===== config.mk =====
export PLATFORM = sky130hd
export DESIGN_NAME = step_pulse_decoder
export DESIGN_NICKNAME = d
export VERILOG_FILES = /design/src/rtl/step_decoder_pkg.sv /design/src/rtl/pulse_input_filter.sv /design/src/rtl/step_pulse_decoder.sv
export SDC_FILE = /design/constraint.sdc
export NUM_CORES = 1
export LEC_CHECK = 0
export BUFFER_PORTS_ARGS = -buffer_cell sky130_fd_sc_hd__buf_2
export CORE_UTILIZATION = 40
export DETAILED_ROUTE_END_ITERATION = 7
export GPL_TIMING_DRIVEN = 0
export PLACE_DENSITY_LB_ADDON = 0.3
export REMOVE_ABC_BUFFERS = 1
export SETUP_SLACK_MARGIN = 0.4
export SLEW_MARGIN = 10
export SYNTH_ARGS = -nofsm -noshare
export SYNTH_HDL_FRONTEND = slang
export SYNTH_HIERARCHICAL = 1
export SYNTH_SLANG_ARGS = --single-unit
export TNS_END_PERCENT = 5

===== constraint.sdc =====
create_clock -name clk -period 6.2 [get_ports clk]
set_input_delay 0.62 -clock clk [delete_from_list [all_inputs] [get_ports clk]]
set_output_delay 0.62 -clock clk [all_outputs]
set_load 0.01 [all_outputs]

===== src/rtl/step_decoder_pkg.sv =====
// Shared types and default constants for the step/direction pulse decoder.
package step_decoder_pkg;

    typedef enum logic {
        ST_STALL = 1'b0,
        ST_RUN   = 1'b1
    } state_t;

    localparam int unsigned TIMEOUT_1S   = 18750000;
    localparam int unsigned FILT_DEFAULT = 3;
    localparam int unsigned SYNC_DEFAULT = 2;

endpackage


===== src/rtl/pulse_input_filter.sv =====
// Synchronizes an asynchronous pulse input, rejects glitches shorter than FILT
// cycles and emits a one-cycle pulse on each accepted 0->1 level change.
module pulse_input_filter
    import step_decoder_pkg::*;
#(
    parameter int unsigned SYNC_STAGES = SYNC_DEFAULT,
    parameter int unsigned FILT        = FILT_DEFAULT
) (
    input  logic clk,
    input  logic rst,
    input  logic i_async,
    output logic o_rise
);

    localparam int unsigned FC_W = (FILT > 1) ? $clog2(FILT) : 1;

    logic [SYNC_STAGES-1:0] r_sync;
    logic [FC_W-1:0]        r_fcnt;
    logic                   r_level;
    logic                   r_rise;
    logic                   w_sync;
    logic                   w_accept;

    assign w_sync   = r_sync[SYNC_STAGES-1];
    assign w_accept = (w_sync != r_level) && (r_fcnt == FC_W'(FILT - 1));
    assign o_rise   = r_rise;

    always_ff @(posedge clk) begin
        if (rst) begin
            r_sync <= '0;
        end else begin
            r_sync[0] <= i_async;
            for (int i = 1; i < int'(SYNC_STAGES); i++) begin
                r_sync[i] <= r_sync[i-1];
            end
        end
    end

    // Level only flips after FILT consecutive disagreeing samples.
    always_ff @(posedge clk) begin
        if (rst) begin
            r_fcnt  <= '0;
            r_level <= 1'b0;
            r_rise  <= 1'b0;
        end else begin
            r_rise <= w_accept & ~r_level;
            if (w_sync == r_level) begin
                r_fcnt <= '0;
            end else if (w_accept) begin
                r_level <= w_sync;
                r_fcnt  <= '0;
            end else begin
                r_fcnt <= r_fcnt + FC_W'(1);
            end
        end
    end

endmodule


===== src/rtl/step_pulse_decoder.sv =====
// Decodes a step/direction pulse train into a signed position and a step
// period, with a coherent snapshot of both taken on each sample rise.
module step_pulse_decoder
    import step_decoder_pkg::*;
#(
    parameter int unsigned CNT_W       = 32,
    parameter int unsigned PERIOD_W    = 32,
    parameter int unsigned TIMEOUT     = TIMEOUT_1S,
    parameter int unsigned SYNC_STAGES = SYNC_DEFAULT,
    parameter int unsigned FILT        = FILT_DEFAULT
) (
    input  logic                clk,
    input  logic                rst,
    input  logic                i_pulse_in,
    input  logic                i_dir_in,
    input  logic                i_sample,
    input  logic                i_clear_pos,
    output logic [CNT_W-1:0]    o_position,
    output logic [PERIOD_W-1:0] o_period,
    output logic                o_stalled,
    output logic [CNT_W-1:0]    o_snap_position,
    output logic [PERIOD_W-1:0] o_snap_period,
    output logic                o_snap_valid
);

    logic [SYNC_STAGES-1:0] r_dir_sync;
    logic                   w_dir;
    logic                   w_step;

    logic [CNT_W-1:0]       r_position;

    state_t                 r_state;
    state_t                 w_state_next;
    logic [PERIOD_W-1:0]    r_pcnt;
    logic [PERIOD_W-1:0]    w_pcnt_next;
    logic [PERIOD_W-1:0]    w_pcnt_inc;
    logic [PERIOD_W-1:0]    r_period;
    logic [PERIOD_W-1:0]    w_period_next;
    logic                   r_stalled;
    logic                   w_stalled_next;

    logic                   r_sample_d;
    logic                   w_sample_rise;
    logic [CNT_W-1:0]       r_snap_position;
    logic [PERIOD_W-1:0]    r_snap_period;
    logic                   r_snap_valid;

    pulse_input_filter #(
        .SYNC_STAGES (SYNC_STAGES),
        .FILT        (FILT)
    ) u_pulse_filter (
        .clk     (clk),
        .rst     (rst),
        .i_async (i_pulse_in),
        .o_rise  (w_step)
    );

    assign w_dir = r_dir_sync[SYNC_STAGES-1];

    always_ff @(posedge clk) begin
        if (rst) begin
            r_dir_sync <= '0;
        end else begin
            r_dir_sync[0] <= i_dir_in;
            for (int i = 1; i < int'(SYNC_STAGES); i++) begin
                r_dir_sync[i] <= r_dir_sync[i-1];
            end
        end
    end

    // Clear takes priority over a coincident step; wraps without saturation.
    always_ff @(posedge clk) begin
        if (rst) begin
            r_position <= '0;
        end else if (i_clear_pos) begin
            r_position <= '0;
        end else if (w_step) begin
            r_position <= r_position + (w_dir ? CNT_W'(1) : {CNT_W{1'b1}});
        end
    end

    assign w_pcnt_inc = (r_pcnt == {PERIOD_W{1'b1}}) ? r_pcnt : r_pcnt + PERIOD_W'(1);

    always_ff @(posedge clk) begin
        if (rst) begin
            r_state   <= ST_STALL;
            r_pcnt    <= '0;
            r_period  <= '0;
            r_stalled <= 1'b1;
        end else begin
            r_state   <= w_state_next;
            r_pcnt    <= w_pcnt_next;
            r_period  <= w_period_next;
            r_stalled <= w_stalled_next;
        end
    end

    // A step edge wins over a timeout landing in the same cycle.
    always_comb begin
        w_state_next   = r_state;
        w_pcnt_next    = r_pcnt;
        w_period_next  = r_period;
        w_stalled_next = r_stalled;
        case (r_state)
            ST_STALL: begin
                if (w_step) begin
                    w_state_next = ST_RUN;
                    w_pcnt_next  = '0;
                end
            end
            ST_RUN: begin
                if (w_step) begin
                    w_period_next  = w_pcnt_inc;
                    w_pcnt_next    = '0;
                    w_stalled_next = 1'b0;
                end else if (w_pcnt_inc >= PERIOD_W'(TIMEOUT)) begin
                    w_state_next   = ST_STALL;
                    w_pcnt_next    = '0;
                    w_period_next  = '0;
                    w_stalled_next = 1'b1;
                end else begin
                    w_pcnt_next = w_pcnt_inc;
                end
            end
            default: begin
                w_state_next = ST_STALL;
            end
        endcase
    end

    assign w_sample_rise = i_sample & ~r_sample_d;

    // Snapshot captures the pre-update live values of the detect cycle.
    always_ff @(posedge clk) begin
        if (rst) begin
            r_sample_d      <= 1'b0;
            r_snap_valid    <= 1'b0;
            r_snap_position <= '0;
            r_snap_period   <= '0;
        end else begin
            r_sample_d   <= i_sample;
            r_snap_valid <= w_sample_rise;
            if (w_sample_rise) begin
                r_snap_position <= r_position;
                r_snap_period   <= r_period;
            end
        end
    end

    assign o_position      = r_position;
    assign o_period        = r_period;
    assign o_stalled       = r_stalled;
    assign o_snap_position = r_snap_position;
    assign o_snap_period   = r_snap_period;
    assign o_snap_valid    = r_snap_valid;

endmodule


After elaboration in Yosys (flattened, before gate mapping)
Cells that the tools add are included. Widths: inputs -> output; s select.

Add/subtract/negate cells: 3. Magnitude comparators: 1. Equality and inequality tests: 5. Mux-type cells: 14. Bitwise operators: 6. Reductions and logical operators: 6.

Operators by type and width (count): $mux 32 (7); $pmux 32 s2 (1); $add 32x1->32 const B (1); $add 32x32->32 (1); $eq 32x32->1 const B (1); $ge 32x25->1 const B (1); $mux 1 (5); $not 1->1 (4); $reduce_and 2->1 (2); $reduce_or 3->1 (1); $add 2x1->2 const B (1); $and 1x1->1 (2); $eq 2x2->1 const B (1); $ne 2x1->1 const B (1); $pmux 1 s2 (1); $reduce_bool 2->1 (1); $reduce_or 2->1 (1); $eq 1x1->1 (1); $logic_and 1x1->1 (1); $ne 1x1->1 (1).

Register bits after elaboration: 172. Input bits: 6. Output and inout port bits: 130. Logic and storage cells: 49.

Logic depth before layout (Yosys ltp)
Gate-level depths: netlist (run 1).

Word-level depth: 6. Mapped depth: 13. Depth with buffers taken out: 11.

Cells and area by module
Netlist (run 1), hierarchy kept.

By module, submodules not included: step_pulse_decoder (instances 1, cells an instance 1052, area each 8816.0 um2, seq. area each 3323.2 um2); pulse_input_filter (instances 1, cells an instance 16, area each 196.4 um2, seq. area each 120.1 um2).

Worst setup path before layout (run 1)
Ideal clock, no wire load.

Kind: register to register. From: register r_dir_sync[1]. To: register r_position[26] (netlist: o_position[26]). Library setup time: 122 ps. Arrival: 3321 ps. Data required time: 6078 ps. Path slack: 2757 ps. Cell stages (with the launch flop): 12. Path buffers: 0. Clock period less this slack: 3443 ps. Cells stage by stage: dfxtp_1 > inv_1 > fa_1 > a211oi_1 > o21ai_1 > or3b_2 > o221ai_1 > nand3_1 > a311oi_2 > a32o_1 > nor3_1 > a311o_1.

Word-level cells in the longest chain between the ends: 2.

RTL lines: start, declared (line step_pulse_decoder.sv:26) `logic [SYNC_STAGES-1:0] r_dir_sync;`; start signal, assigned by index (line step_pulse_decoder.sv:66) `r_dir_sync[i] <= r_dir_sync[i-1];`; $mux 32 (line step_pulse_decoder.sv:78) `r_position <= r_position + (w_dir ? CNT_W'(1) : {CNT_W{1'b1}});`; $add 32x32->32 (line step_pulse_decoder.sv:78); end signal, assigned (line step_pulse_decoder.sv:78); end, declared (line step_pulse_decoder.sv:30) `logic [CNT_W-1:0] r_position;`.

Every way passes these cells. A chain may end at the register's enable or synchronous reset.

Worst setup path in the final report (run 1)
From: register r_pcnt[0]. To: register r_period[13] (netlist: o_period[13]).

Word-level cells in the longest chain between the ends: 5. Elaborated cells on any way between the ends: 7. Classes of those cells: add/sub (1); order compare (1); eq/ne (1); mux (2); reduce/logical (2).

RTL lines: start, declared (line step_pulse_decoder.sv:34) `logic [PERIOD_W-1:0] r_pcnt;`; start signal, assigned (line step_pulse_decoder.sv:92) `r_pcnt <= w_pcnt_next;`; $add 32x1->32 or $eq 32x32->1 (tied branches) (line step_pulse_decoder.sv:82) `assign w_pcnt_inc = (r_pcnt == {PERIOD_W{1'b1}}) ? r_pcnt : r_pcnt + PERIOD_W'(1);`; $mux 32 * (line step_pulse_decoder.sv:82); $ge 32x25->1 (line step_pulse_decoder.sv:116) `end else if (w_pcnt_inc >= PERIOD_W'(TIMEOUT)) begin`; $reduce_bool 2->1 (no source line); $reduce_and 2->1 (no source line); end signal, assigned (line step_pulse_decoder.sv:93) `r_period <= w_period_next;`; end, declared (line step_pulse_decoder.sv:37) `logic [PERIOD_W-1:0] r_period;`.

Every way passes the cells marked *; elsewhere a longest branch is shown, timed or not.

==> impl_metrics.json, run 1 <==
{
  "async_reset_ff_share_pct": 0,
  "worstPathMaxFanout": 31,
  "synth_edf_count": 0,
  "die_h_um": 152,
  "final_area_um2": 10400,
  "pwr-share-seq_pct": 49.3,
  "drtPass1Iterations": 8,
  "ant_nets": 0,
  "clockBufferDepth": 2,
  "ys.flop_type": "dfxtp_1",
  "slew_violations": 0,
  "grtUsageMet1_pct": 27.3,
  "n_antenna_cell": 0,
  "dpl_worst_slack_ps": 1820,
  "critPathLaunchType": "flop",
  "grt_start_max_net_pins": 65,
  "grt_pass1_vias": 7491,
  "timing.final.crit_share_pct": 72.3,
  "post_cts_resized": 0,
  "whs_path_depth": 2,
  "htreeDepth": 4,
  "synth_area_um2": 9010,
  "final_util_pct": 47.3,
  "ys_top_cells_by_area": "dfxtp_1 38%, nand2_1 7.8%, a21oi_1 5.4%, ha_1 4.4%, xnor2_1 3.0%",
  "rows": 54,
  "grt_use_met2_pct": 34.5,
  "reg2reg_from": "r_pcnt[0]",
  "p_sw_share_pct": 24.3,
  "cp.required_ps": 6570,
  "relSlewSlack_pct": 18.9,
  "cts_root_buf": "clkbuf_16",
  "p_leak_nw": 4.23,
  "dieArea_um2": 23100,
  "status": "finished, violations left",
  "setup_viol": 0,
  "p_per_area_nw_per_um2": 216,
  "cts_tree": "built",
  "pwr-share-comb_pct": 4.4,
  "via_per_inst": 5.55,
  "grt_usage_pct": 20.6,
  "tns_ps": 0,
  "io_buffers": 135,
  "vias": 8049,
  "violations": "design-rule violations",
  "fin_nets": 1195,
  "holdPathEnd": "r_dir_sync[0]",
  "worst_slew_pin_slew_ps": 1210,
  "yosysTopAreaCell": "dfxtp_1",
  "io_pins": 136,
  "wl_per_cell_um": 16.2,
  "cellInternalPower_mw": 1.70,
  "rsz0062_at_grt": "no",
  "overflow": 0,
  "ys_seq_area_share_pct": 38.2,
  "cap_viol_max_count": 0,
  "end_kind": "flop",
  "clock-sinks": 172,
  "start_util_pct": 41.0,
  "clkLatencyLatePin_ps": 430,
  "fmax_mhz": 223,
  "hold_buffers": 0,
  "timing.final.ws_setup_ps": 1720,
  "netlist_instances": 1068,
  "drt_iter0_markers": 541,
  "layout-area-overhead-vs-synth_pct": 15.2,
  "finClkSkew_ps": 12.3,
  "die_x_um": 152,
  "arrival_ps": 4850,
  "ys_types": 82,
  "grtUsageMet3_pct": 3.22,
  "synth_top_area_share_pct": 38.2,
  "dpl-instance-area_um2": 9820,
  "hp-class": "primary input to flop",
  "power_switching_uw": 545,
  "reg2regPathDepth": 10,
  "core_area_um2": 22000,
  "post-dp-hpwl_um": 16000,
  "yosys_warnings": 6,
  "wl_um": 23400,
  "top_usage_layer": "met2",
  "r2r_slack_ps": 1720,
  "ir_drop_v": 0.000179,
  "timing.rr.end": "o_period[13]",
  "clockPowerShare_pct": 46.2,
  "hp-start": "i_dir_in",
  "hold_violations": 0,
  "drc": 11,
  "drive_gt1_share_pct": 19.2,
  "ys_ff_latch": 172,
  "numCtsBuffers": 17,
  "grt_pass1_wl_um": 39000,
  "antenna_found_initial": 0,
  "syn_area_per_cell_um2": 8.44,
  "cts.clk_slew.worst_paths_ps": 70,
  "final_cell_mix": "187 x nand2_1, 171 x dfxtp_1, 134 x buf_2",
  "place.gp.congestion": 0.852,
  "mostFrequentLayoutCell": "nand2_1",
  "layout_min_cycle_time_ps": 4480,
  "post_cts_buffers": 0,
  "worst-setup-path-type": "flop to flop"
}
==> per-stage QoR <==
| stage | std cells | hold WS, ps | total power, mW |
|---|---|---|---|
| 2_1_floorplan | 996 | 397 | 1.19 |
| 3_3_place_gp | 1411 | 409 | 1.22 |
| 3_5_place_dp | 1417 | 414 | 1.23 |
| 4_1_cts | 1449 | 387 | 2.27 |
| 5_1_grt | 1449 | 407 | 2.33 |
| 6_report | 1449 | 399 | 2.24 |
==> Yosys cell counts, drive strengths merged (21+ instances only) <==
| master | instances |
|---|---|
| nand2 | 189 |
| dfxtp | 172 |
| a21oi | 98 |
| nor2 | 54 |
| buf | 37 |
| clkbuf | 35 |
| ha | 32 |
| nand3 | 32 |
| o21ai | 32 |
| xnor2 | 31 |
| and3 | 29 |
| inv | 21 |
==> area by class of cell <==
| type | count | area [um^2] |
|---|---|---|
| fillers | 2166 | 11600 |
| clock inverters | 14 | 119 |
| clock buffers | 18 | 439 |
| multi-input cells | 803 | 5140 |
| repair buffers | 141 | 811 |
| inverters | 21 | 78.8 |
| flip-flops and latches | 172 | 3440 |
| well taps | 280 | 350 |
==> state kept, by name, summed over array words and instances, names as in the netlist, 2 cells and up <==
register	cells
o_snap_position	32
r_pcnt	32
u_pulse_filter/r_fcnt	2
o_snap_period	32
o_position	32
r_dir_sync	2
o_period	32
u_pulse_filter/r_sync	2
==> worst max path at each step <==
stage	endpoint	cells past startpoint	startpoint	slack, ps
global route	o_period[30]	10	r_pcnt[0]	1400
CTS	o_period[13]	10	r_pcnt[0]	1760
global placement	o_snap_position[20]	4	i_sample	1060
detailed placement	o_period[27]	10	r_pcnt[0]	1820
finish	o_period[13]	10	r_pcnt[0]	1720
floorplan	o_position[26]	11	r_dir_sync[1]	2760
==> kinds of logic after synthesis <==
group           after synthesis  synth area share [%]
buf+inv                      93                  5.08
xor+xnor                     46                  4.47
flops                       172                  38.2
simple gates                415                  22.7
mux                          13                  1.44
compound gates              296                  23.5
fa+ha+maj                    33                  4.66
==> worst max-delay path, cell delays in order, from the launching register on <==
cell      delay (ps)
dfxtp_1          480
ha_1             310
and3_1           200
and4_1           640
a311oi_1         220
xnor2_1          380
nand3_1          160
a211oi_1         660
o211ai_4         240
o21ai_4          850
a22o_1           270
==> power groups by stage <==
stage / Clock [mW] / Sequential (mW) / Combinational, mW
6_report: 1.04 / 1.11 / 0.0998
3_5_place_dp: 0 / 1.13 / 0.100
4_1_cts: 1.07 / 1.11 / 0.101
2_1_floorplan: 0 / 1.13 / 0.0567
3_3_place_gp: 0 / 1.13 / 0.0895
5_1_grt: 1.11 / 1.11 / 0.111
==> routing by layer <==
metal | up-vias | routed length, um
met5 | - | 0
met4 | 0 | 329
met3 | 29 | 909
met2 | 199 | 11100
met1 | 3785 | 11100
li1 | 4036 | -
Power figures use the tool's default switching activity.
==> run 2: changes to the inputs <==
==> constraint.sdc (replaced) <==
create_clock -name clk -period 4.3 [get_ports clk]
set_input_delay 0.43 -clock clk [delete_from_list [all_inputs] [get_ports clk]]
set_output_delay 0.43 -clock clk [all_outputs]
set_load 0.01 [all_outputs]
==> run 2 against run 1 <==
The flow still finishes with violations (design-rule violations). Sequential power increased by 44%. Clock skew grew 1.1 ps. Routed wire length up 3.2%. Via count grew 1.4%. Critical path depth grew 2. Combinational power grew 55%. Register-to-register slack worse by 1100 ps. Global-route usage is 0.32 points higher. Sequential cell count unchanged. Setup slack got worse by 1100 ps. Clock power increased by 43%.
==> impl_metrics.json, run 2 (synthesis results as in run 1) <==
{
  "cellInternalPower_mw": 2.46,
  "drc": 11,
  "pwr-share-seq_pct": 49.2,
  "start_util_pct": 41.0,
  "layout-area-overhead-vs-synth_pct": 16.9,
  "core_area_um2": 22000,
  "critPathBufInv": 2,
  "p_leak_nw": 4.32,
  "grt_pass1_vias": 7560,
  "worstPathCellList": "clkinvlp_4, buf_12, ha_1, a211oi_1, o21ai_1, or3b_2, o221ai_1, nand3_1, a311oi_4, a32o_1, nor3_1, a311o_1",
  "timing.final.crit_share_pct": 85.7,
  "mostFrequentLayoutCell": "nand2_1",
  "final_util_pct": 48.0,
  "numCtsBuffers": 17,
  "hp-class": "primary input to flop",
  "post-dp-hpwl_um": 16000,
  "cp_top_family": "compound AO/OA/AOI/OAI gates",
  "rsz0062_at_grt": "yes",
  "setup_viol": 0,
  "htreeDepth": 4,
  "overflow": 0,
  "cp.required_ps": 4620,
  "grt_start_max_net_pins": 65,
  "grt_pass1_wl_um": 39500,
  "rows": 54,
  "clockBufferDepth": 2,
  "fin_cells": 1461,
  "die_h_um": 152,
  "dp_cells": 1417,
  "via_per_inst": 5.59,
  "cts.clk_slew.worst_paths_ps": 70,
  "cpMaxStageDelayCell": "or3b_2",
  "p_sw_share_pct": 24.3,
  "ant_nets": 0,
  "dpl-instance-area_um2": 9820,
  "cts_root_buf": "clkbuf_16",
  "route.met3.wl_um": 1070,
  "wl_um": 24200,
  "p_total_mw": 3.25,
  "violations": "design-rule violations",
  "end_kind": "flop",
  "tns_ps": 0,
  "vias": 8164,
  "r2r_slack_ps": 620,
  "hold_violations": 0,
  "drt_iter0_markers": 545,
  "antenna_found_initial": 0,
  "layout_min_cycle_time_ps": 3680,
  "timing.hold.ws_ps": 210,
  "multi_input_area_um2": 5190,
  "worstPathMaxFanout": 16,
  "clockPowerShare_pct": 46.0,
  "power_switching_uw": 790,
  "cap_viol_max_count": 0,
  "worst_slew_pin_slew_ps": 1100,
  "drtPass1Iterations": 8,
  "regArea_um2": 3440,
  "cts_tree": "built",
  "worst-setup-path-type": "flop to flop",
  "relSlewSlack_pct": 26.3,
  "clkLatencyLatePin_ps": 430,
  "top_layer": "met4",
  "final_cell_mix": "187 x nand2_1, 171 x dfxtp_1, 134 x buf_2",
  "hold_buffers": 0,
  "wl_per_cell_um": 16.5,
  "pwr-share-comb_pct": 4.8,
  "wl_met1_um": 11400,
  "place.gp.congestion": 0.852,
  "max_stage_delay_ps": 480,
  "grt_usage_pct": 20.9,
  "status": "finished, violations left",
  "dieArea_um2": 23100,
  "timing.final.ws_setup_ps": 616,
  "fin_nets": 1207,
  "clock-sinks": 172,
  "slew_violations": 0,
  "n_antenna_cell": 0,
  "io_buffers": 135,
  "critPathLaunchType": "flop",
  "finClkSkew_ps": 13.5,
  "nFillCells": 2159,
  "arrival_ps": 4000,
  "die_x_um": 152,
  "io_pins": 136,
  "final_area_um2": 10500,
  "ir_drop_v": 0.000255,
  "drive_gt1_share_pct": 20.3,
  "dr_wl_met2_um": 11400,
  "dpl_worst_slack_ps": -83.7,
  "p_per_area_nw_per_um2": 308,
  "fmax_mhz": 271
}
==> run 2: final timing paths <==
check,start,endpoint,cells after the start
worst max-delay path,r_dir_sync[1],o_position[26],12
worst min-delay path,i_dir_in,r_dir_sync[0],2
worst max register to register,r_dir_sync[1],o_position[26],12
worst min register to register,u_pulse_filter/r_fcnt[0],u_pulse_filter/r_fcnt[0],1
==> run 2: cell type report <==
class	count	share of cell area, %
clock inverter	14	1.13
timing repair buffer	150	8.57
timing repair inverter	1	0.0475
clock buffer	18	4.17
tap	280	3.32
inverter	21	0.784
multi-input combinational	805	49.3
sequential	172	32.7
==> run 2: layer usage <==
layer / up-vias / global-route usage [%]
li1: 4068 / -
met2: 221 / 35.0
met1: 3845 / 27.4
met3: 30 / 3.76
met5: - / 0
met4: 0 / 6.12
==> run 2: worst reg2reg max path: cells and delay by family, from the launching register on <==
family	cells	cell delay [ps]
AOI/OAI and AO/OA	6	1670
and+or+nand+nor	3	780
buffers and inverters	2	300
DFF	1	430
adders and majority gates	1	390
==> run 2: timing repair <==
action / CTS / global route
gates resized for setup: 4 / 3
setup endpoints to repair: 55 / 53
gates cloned: 2 / 1
setup buffers: 3 / 6
hold endpoints to repair: 0 / 0
pin swaps: 2 / 3
==> run 2: power groups by stage <==
stage          registers (mW)  logic, mW  clock network, mW
2_1_floorplan            1.63     0.0818                  0
3_3_place_gp             1.63      0.129                  0
3_5_place_dp             1.63      0.145                  0
4_1_cts                  1.60      0.151               1.54
5_1_grt                  1.60      0.170               1.61
6_report                 1.60      0.155               1.49
==> run 3: changes to the inputs <==
--- a/config.mk
+++ b/config.mk
@@ -9,7 +9,6 @@
 export CORE_UTILIZATION = 40
 export DETAILED_ROUTE_END_ITERATION = 7
 export GPL_TIMING_DRIVEN = 0
-export PLACE_DENSITY_LB_ADDON = 0.3
 export REMOVE_ABC_BUFFERS = 1
 export SETUP_SLACK_MARGIN = 0.4
 export SLEW_MARGIN = 10
==> run 3 against run 2 <==
The run still ends with design-rule violations left. Die area unchanged. Routed wire length decreased by 2.0%. Non-clock buffer count increased by 3. Clock skew decreased by 2.3 ps. Final cell count about the same. Sequential power about the same. Via count decreased by 1.8%. Sequential share of layout area decreased by 0.25 points. Worst hold slack improved by 3.6 ps. Clock power increased by 17%. Global-route usage decreased by 0.063 points. Critical path type unchanged. Critical endpoint unchanged. Largest power group is now clock.
==> impl_metrics.json, run 3 (synthesis results as in run 1) <==
{
  "status": "finished, violations left",
  "violations": "design-rule violations",
  "io_pins": 136,
  "layout-area-overhead-vs-synth_pct": 17.8,
  "wl_um": 23700,
  "hp-class": "primary input to flop",
  "arrival_ps": 4030,
  "dieArea_um2": 23100,
  "via_per_inst": 5.48,
  "worstPathMaxFanout": 16,
  "critPathLaunchType": "flop",
  "p_total_mw": 3.49,
  "clockBufferDepth": 2,
  "cts_root_buf": "clkbuf_16",
  "timing.final.crit_share_pct": 86.4,
  "drtPass1Iterations": 7,
  "worst-setup-path-type": "flop to flop",
  "mostFrequentLayoutCell": "nand2_1",
  "post-dp-hpwl_um": 15800,
  "finClkSkew_ps": 11.2,
  "cap_viol_max_count": 0,
  "hold_violations": 0,
  "core_area_um2": 22000,
  "grt_pass1_wl_um": 39300,
  "clock-sinks": 172,
  "end_kind": "flop",
  "io_buffers": 135,
  "cts.clk_slew.worst_paths_ps": 70,
  "cts_tree": "built",
  "p_leak_nw": 4.35,
  "final_util_pct": 48.4,
  "wl_per_cell_um": 16.2,
  "vias": 8017,
  "grt_start_max_net_pins": 65,
  "p_per_area_nw_per_um2": 329,
  "setup_viol": 0,
  "ir_drop_v": 0.000249,
  "fin_cells": 1462,
  "drt_iter0_markers": 677,
  "n_antenna_cell": 0,
  "layout_min_cycle_time_ps": 3720,
  "drc": 14,
  "place.gp.congestion": 0.895,
  "numCtsBuffers": 17,
  "antenna_found_initial": 0,
  "nFillCells": 2116,
  "overflow": 0,
  "relSlewSlack_pct": 29.1,
  "hold_buffers": 0,
  "drive_gt1_share_pct": 20.2,
  "grt_pass1_vias": 7368,
  "die_h_um": 152,
  "worst_slew_pin_slew_ps": 1060,
  "ant_nets": 0,
  "grt_usage_pct": 20.9,
  "rsz0062_at_grt": "yes",
  "fin_nets": 1209,
  "start_util_pct": 41.0,
  "cp.required_ps": 4620,
  "timing.hold.ws_ps": 213,
  "final_cell_mix": "187 x nand2_1, 171 x dfxtp_1, 134 x buf_2",
  "clkLatencyLatePin_ps": 430,
  "slew_violations": 0,
  "die_x_um": 152,
  "rows": 54,
  "htreeDepth": 4,
  "fmax_mhz": 269,
  "dp_cells": 1418
}
==> run 3: cell types whose count changed in the layout (fill, tap and decap cells not counted), moves of 2 or more <==
cell / previous run / this run
inv_6: 4 / 0
clkbuf_1: 0 / 2
clkinv_4: 1 / 4
clkinv_2: 6 / 0
clkbuf_8: 1 / 3
buf_4: 8 / 11
clkinvlp_4: 3 / 1
bufinv_16: 1 / 5
==> run 3: final timing paths <==
| kind | from | to | slack [ps] | cells after the start |
|---|---|---|---|---|
| setup reg to reg | r_dir_sync[1] | o_position[26] | 580 | 12 |
| hold / removal | i_dir_in | r_dir_sync[0] | 210 | 2 |
| hold reg to reg | u_pulse_filter/r_fcnt[0] | u_pulse_filter/r_fcnt[0] | 420 | 1 |
| setup / recovery | r_dir_sync[1] | o_position[26] | 580 | 12 |
==> run 3: critical path, cell delays in order (launching register included) <==
cell        delay (ps)
dfxtp_1            410
clkinvlp_4         130
buf_12             160
ha_1               370
a211oi_1           130
o21ai_1            150
or3b_2             490
o221ai_1           380
nand3_1            190
a311oi_2           510
a32o_1             340
nor3_1              70
a311o_1            260
==> run 3: stage by stage <==
step,setup WS (ps),cell area [um^2],TNS [ps]
finish,585,10600,0
global route,358,10600,0
CTS,352,10600,0
detailed placement,-123,9830,-2160
global placement,-615,9660,-35700
floorplan,857,8630,0
==> run 3: what timing repair did <==
action / CTS / global route
gates cloned: 2 / 0
setup endpoints to repair: 53 / 25
resized for setup: 4 / 1
buffers inserted: 6 / 5
pin swaps: 2 / 0
==> run 3: area by class of cell <==
type / instances / area (um^2) / area share, %
Timing Repair inverter: 1 / 5.00 / 0.0471
Timing Repair Buffer: 153 / 913 / 8.60
Clock inverter: 9 / 185 / 1.74
Clock buffer: 22 / 474 / 4.47
Tap cell: 280 / 350 / 3.30
Sequential cell: 172 / 3440 / 32.4
Multi-Input combinational cell: 804 / 5160 / 48.6
Inverter: 21 / 82.6 / 0.778
==> run 3: routing by layer <==
layer	vias up	part of all wire [%]	routed length (um)	track usage (%)
met5	-	0	0	0
met4	0	1.2	295	5.69
met3	23	4.7	1110	4.19
met2	212	47	11100	34.4
met1	3711	47	11200	27.6
li1	4071	-	-	-
==> run 3: power by group <==
group	internal [mW]	total (mW)	switching (mW)	leakage [nW]
clock network	1.08	1.74	0.659	0.321
registers	1.60	1.60	0.00181	1.39
logic	0.0482	0.156	0.108	2.65
